[src/rtl/uart_rx_pkg.sv]
// Shared types and constants for the UART receive front end.
// Holds the FSM encoding, legal oversampling ratios and parity helpers.
package uart_rx_pkg;

  typedef enum logic [2:0] {
    IDLE   = 3'd0,
    START  = 3'd1,
    DATA   = 3'd2,
    PARITY = 3'd3,
    STOP   = 3'd4
  } rx_state_e;

  localparam logic [5:0] PS_8  = 6'd8;
  localparam logic [5:0] PS_16 = 6'd16;
  localparam logic [5:0] PS_32 = 6'd32;

  localparam logic PAR_EVEN = 1'b0;
  localparam logic PAR_ODD  = 1'b1;

  // Unsupported ratios fall back to 8 so the edge counter always has a sane wrap point.
  function automatic logic [5:0] legal_ps(input logic [5:0] ps);
    case (ps)
      PS_8, PS_16, PS_32: legal_ps = ps;
      default:            legal_ps = PS_8;
    endcase
  endfunction

  function automatic logic maj3(input logic a, input logic b, input logic c);
    return (a & b) | (a & c) | (b & c);
  endfunction

  function automatic logic par_expect(input logic acc, input logic typ);
    return acc ^ (typ == PAR_ODD);
  endfunction

endpackage

[src/rtl/uart_rx_sampler.sv]
// Three-tap capture around the bit centre and 2-of-3 majority vote.
// The vote is registered on the third tap edge and held until the next bit's vote.
module uart_rx_sampler
  import uart_rx_pkg::*;
(
  input  logic       clk,
  input  logic       rst,
  input  logic [5:0] edge_cnt,
  input  logic [5:0] ps_q,
  input  logic       rx_in,
  output logic       sampled_bit
);

  logic [5:0] half;
  logic       tap0;
  logic       tap1;

  assign half = ps_q >> 1;

  // Third tap is used directly from rx_in so the vote lands one cycle earlier.
  always_ff @(posedge clk or negedge rst) begin
    if (!rst) begin
      tap0        <= 1'b0;
      tap1        <= 1'b0;
      sampled_bit <= 1'b0;
    end else begin
      if (edge_cnt == half - 6'd1) tap0 <= rx_in;
      if (edge_cnt == half)        tap1 <= rx_in;
      if (edge_cnt == half + 6'd1) sampled_bit <= maj3(tap0, tap1, rx_in);
    end
  end

endmodule

[src/rtl/uart_rx_ctrl.sv]
// UART receive front end: edge/bit counting, parity accumulation and frame sequencing.
// Drives the downstream deserializer with one deser_en strobe per data bit.
//
//  state  | meaning
//  IDLE   | line idle, waiting for a falling edge
//  START  | qualifying the start bit (glitch rejection)
//  DATA   | receiving WIDTH data bits, LSB first
//  PARITY | checking the optional parity bit
//  STOP   | checking the stop bit, issuing success
module uart_rx_ctrl
  import uart_rx_pkg::*;
#(
  parameter int WIDTH = 8
)
(
  input  logic       clk,
  input  logic       rst,
  input  logic       rx_in,
  input  logic [5:0] prescale,
  input  logic       par_en,
  input  logic       par_typ,
  output logic       sampled_bit,
  output logic       deser_en,
  output logic       success,
  output logic       par_err,
  output logic       stp_err,
  output logic       busy
);

  localparam int BCW = (WIDTH > 1) ? $clog2(WIDTH) : 1;
  localparam logic [BCW-1:0] LAST_BIT = BCW'(WIDTH - 1);

  rx_state_e      state;
  rx_state_e      state_nxt;
  logic [5:0]     edge_cnt;
  logic [5:0]     edge_nxt;
  logic [5:0]     ps_q;
  logic [5:0]     ps_nxt;
  logic [BCW-1:0] bit_cnt;
  logic [BCW-1:0] bit_nxt;
  logic           par_acc;
  logic           acc_nxt;
  logic           par_err_nxt;
  logic           stp_err_nxt;
  logic           at_d;

  assign at_d = (edge_cnt == ps_q - 6'd1);
  assign busy = (state != IDLE);

  uart_rx_sampler u_sampler (
    .clk         (clk),
    .rst         (rst),
    .edge_cnt    (edge_cnt),
    .ps_q        (ps_q),
    .rx_in       (rx_in),
    .sampled_bit (sampled_bit)
  );

  always_ff @(posedge clk or negedge rst) begin
    if (!rst) begin
      state    <= IDLE;
      edge_cnt <= 6'd0;
      ps_q     <= PS_8;
      bit_cnt  <= '0;
      par_acc  <= 1'b0;
      par_err  <= 1'b0;
      stp_err  <= 1'b0;
    end else begin
      state    <= state_nxt;
      edge_cnt <= edge_nxt;
      ps_q     <= ps_nxt;
      bit_cnt  <= bit_nxt;
      par_acc  <= acc_nxt;
      par_err  <= par_err_nxt;
      stp_err  <= stp_err_nxt;
    end
  end

  always_comb begin
    state_nxt   = state;
    ps_nxt      = ps_q;
    bit_nxt     = bit_cnt;
    acc_nxt     = par_acc;
    par_err_nxt = par_err;
    stp_err_nxt = stp_err;
    deser_en    = 1'b0;
    success     = 1'b0;
    edge_nxt    = (state == IDLE || at_d) ? 6'd0 : edge_cnt + 6'd1;

    case (state)
      IDLE: begin
        // Error flags stay visible after a frame and are cleared only when the next one begins.
        if (!rx_in) begin
          state_nxt   = START;
          ps_nxt      = legal_ps(prescale);
          acc_nxt     = 1'b0;
          par_err_nxt = 1'b0;
          stp_err_nxt = 1'b0;
        end
      end
      START: begin
        if (at_d) begin
          if (!sampled_bit) begin
            state_nxt = DATA;
            bit_nxt   = '0;
          end else begin
            state_nxt = IDLE;
          end
        end
      end
      DATA: begin
        if (at_d) begin
          deser_en = 1'b1;
          acc_nxt  = par_acc ^ sampled_bit;
          if (bit_cnt == LAST_BIT) begin
            state_nxt = par_en ? PARITY : STOP;
          end else begin
            bit_nxt = bit_cnt + BCW'(1);
          end
        end
      end
      PARITY: begin
        if (at_d) begin
          if (sampled_bit != par_expect(par_acc, par_typ)) par_err_nxt = 1'b1;
          state_nxt = STOP;
        end
      end
      STOP: begin
        if (at_d) begin
          if (!sampled_bit) stp_err_nxt = 1'b1;
          success   = sampled_bit && !par_err && !stp_err;
          state_nxt = IDLE;
        end
      end
      default: state_nxt = IDLE;
    endcase
  end

endmodule

[config.mk]
export PLATFORM = sky130hd
export DESIGN_NAME = uart_rx_ctrl
export DESIGN_NICKNAME = d
export VERILOG_FILES = /design/src/rtl/uart_rx_pkg.sv /design/src/rtl/uart_rx_sampler.sv /design/src/rtl/uart_rx_ctrl.sv
export SDC_FILE = /design/constraint.sdc
export NUM_CORES = 1
export LEC_CHECK = 0
export CAP_MARGIN = 0
export CORE_ASPECT_RATIO = 0.9
export CORE_UTILIZATION = 60
export DETAILED_ROUTE_END_ITERATION = 8
export DONT_BUFFER_PORTS = 1
export PLACE_DENSITY = 0.87
export SYNTH_ARGS = -nofsm -noshare
export SYNTH_HDL_FRONTEND = slang
export SYNTH_SLANG_ARGS = --single-unit
[constraint.sdc]
create_clock -name clk -period 6.7 [get_ports clk]
set_input_delay 1.34 -clock clk [delete_from_list [all_inputs] [get_ports clk]]
set_output_delay 1.34 -clock clk [all_outputs]
set_load 0.02 [all_outputs]
==> metrics <==
Root Driver=clkbuf_4; number of flops mapped to enable cells by yosys=0; Via Count=1273; syn nets=197; Syn. warnings=0; Fin. Hold Viols=0; # setup viols final=0; cell taking the most area after synthesis=dfrtp_1; Post-CTS Setup Bufs=0; cts bufs inserted=3; Final GP Congestion=0.9258; largest net degree at the start of global routing=25; Post-CTS Hold Buffers=0; Routed Antenna Nets=0; row count=17; Leakage=0.6777 nW; layout cells sized above 1=0.09770; core area=2510 um2; antenna violations before repair=0; Hold Slack=518.8 ps; CP Capture Type=output port; Starting Density=0.6515; Tot GR Track Use=0.2290; drt first pass iters=4; Clock Latency Late Sink=320 ps; Crit Path Max Fanout=11; Clock Skew=7.249 ps; Final Cell Area=1642 um2; fmax=0.2358 GHz; Max transition margin=0.6410; most common cell after layout, fill and taps aside=nor2_1; crit path kind=reg -> out; CTS tree=done; via/cell ratio=6.302; Critical Path Source Type=flop; CP arrival=2900 ps; Async S/R FF share, synth=1.000; ys flop type=dfrtp_1; Max-Cap Viols=0; max-slew violation count=0; die area=2938 um2; Syn Inst Count=179; Peak VDD IR=186.7 uV; synth-to-layout area growth=0.3823%; Filler Cells Inserted=220; #FFs+latches synth=24; port bufs=0; CTS max path bufs=2; # IOs=17; DR DRC count=0; Inserted Diodes=0; synth top area cells=dfrtp_1 35%, xnor2_1 8.0%, nor2_1 5.5%; Yosys top cell area share=0.3520; Synth cell types=44; WP data required=5360 ps; minimum clock period=4241 ps; # resized after CTS=0; Nets=193; Synth Cell Area=1635 um2; post-synthesis sequential area ratio=0.3680; grt ovf=0; drt wl/cell=14.67 um; most frequent cells in the layout=24 x nor2_1, 23 x dfrtp_1, 15 x xnor2_1, 15 x nand2_1, 11 x inv_1; WL final=2964 um; Die X=57.03 um; CTS Sinks=24; status=complete, no violations; H-Tree Depth=1; Final Cycle Share=0.6329; Power Density=349.7 nW/um2; worst-margin pin slew=537.1 ps; RSZ-0062 raised after global routing=false; initial drt markers=73; hpwl dp=2275 um; placed inst area=1615 um2; syn avg cell area=9.136 um2; overall power=0.5740 mW; vias in the first global route=1137; first-pass GRT wire length=5016 um; die extent in y=51.53 um; Hold Path Class=reg -> reg; TNS Setup=0 ps; clock-pin slew on the worst setup and hold paths=120 ps
[worst max-delay path: stages, from the launching register on]
cell	delay, ps
dfrtp_1	580
or2b_2	370
or4b_4	500
a2111oi_2	310
buf_4	250
nand3_2	90
nor4b_2	490
[final cells by class]
type	instances	area, um2	area share
clock buffer	4	26.28	0.01601
sequential	24	601.8	0.3666
multi-input combinational	134	929.6	0.5663
inverter	11	41.29	0.02515
tap	28	35.03	0.02134
timing repair buffer	1	7.507	0.004573
[synth_stat cells, types with 2 or more instances]
cell,n
buf_2,3
dfrtp_1,23
xnor2_1,15
mux2i_1,3
o31ai_1,2
ha_1,7
o21ai_0,8
xor2_1,9
nand3_1,7
a21oi_1,6
nor3_1,3
inv_1,11
nor3b_1,3
a22o_1,2
nand2_1,15
nor2_1,24
a32o_1,3
nand2b_1,4
clkbuf_1,4
nor4b_1,2
mux2_2,2
[worst paths after layout]
kind                                            start                    to  slack, ps  cells after the start
max in group asynchronous                         rst   ps_q[3]$_DFFE_PN1P_       5830                      0
worst min-delay path              par_acc$_DFFE_PN0P_   par_acc$_DFFE_PN0P_        520                      1
worst max register to register  edge_cnt[2]$_DFF_PN0_  state[1]$_DFFE_PN0P_       4250                      6
worst min register to register    par_acc$_DFFE_PN0P_   par_acc$_DFFE_PN0P_        520                      1
min in group asynchronous                         rst  state[0]$_DFFE_PN0P_        690                      0
worst max-delay path            edge_cnt[2]$_DFF_PN0_               success       2460                      6
[through the flow]
stage	worst slack, ps	cells	utilization
floorplan	3059	179	-
global placement	2892	198	0.6436
detailed placement	2835	198	0.6436
CTS	2463	202	0.6540
global route	2279	202	0.6540
finish	2459	202	0.6540
[power by group]
part,switching (mW),internal (mW),leakage (nW)
clock,0.0421,0.0233,0.0150
combinational,0.129,0.118,0.348
sequential,0.0779,0.184,0.314
total,0.249,0.325,0.678
[metal layers]
| metal | part of all wire | up-vias | routed length [um] | GRT usage |
|---|---|---|---|---|
| li1 | - | 601 | - | - |
| met1 | 0.47 | 612 | 1387 | 0.3078 |
| met2 | 0.45 | 49 | 1338 | 0.3686 |
| met3 | 0.055 | 11 | 164 | 0.02985 |
| met4 | 0.025 | 0 | 74 | 0.1138 |
| met5 | 0 | - | 0 | 0 |
[logic make-up after synthesis]
group	count (synthesis)	share of synthesized area
DFF	24	0.3680
AOI/OAI and AO/OA	30	0.1370
and+or+nand+nor	68	0.2173
buffers and inverters	21	0.06350
xor gates and xnor gates	24	0.1285
muxes	5	0.03213
adders and majority gates	7	0.05356
[registers in the layout, indices dropped and copies added, names as in the netlist]
signal,count
par_acc,1
state,3
edge_cnt,6
ps_q,6
par_err,1
u_sampler.tap0,1
bit_cnt,3
stp_err,1
u_sampler.sampled_bit,1
u_sampler.tap1,1
Power figures use the tool's default switching activity.
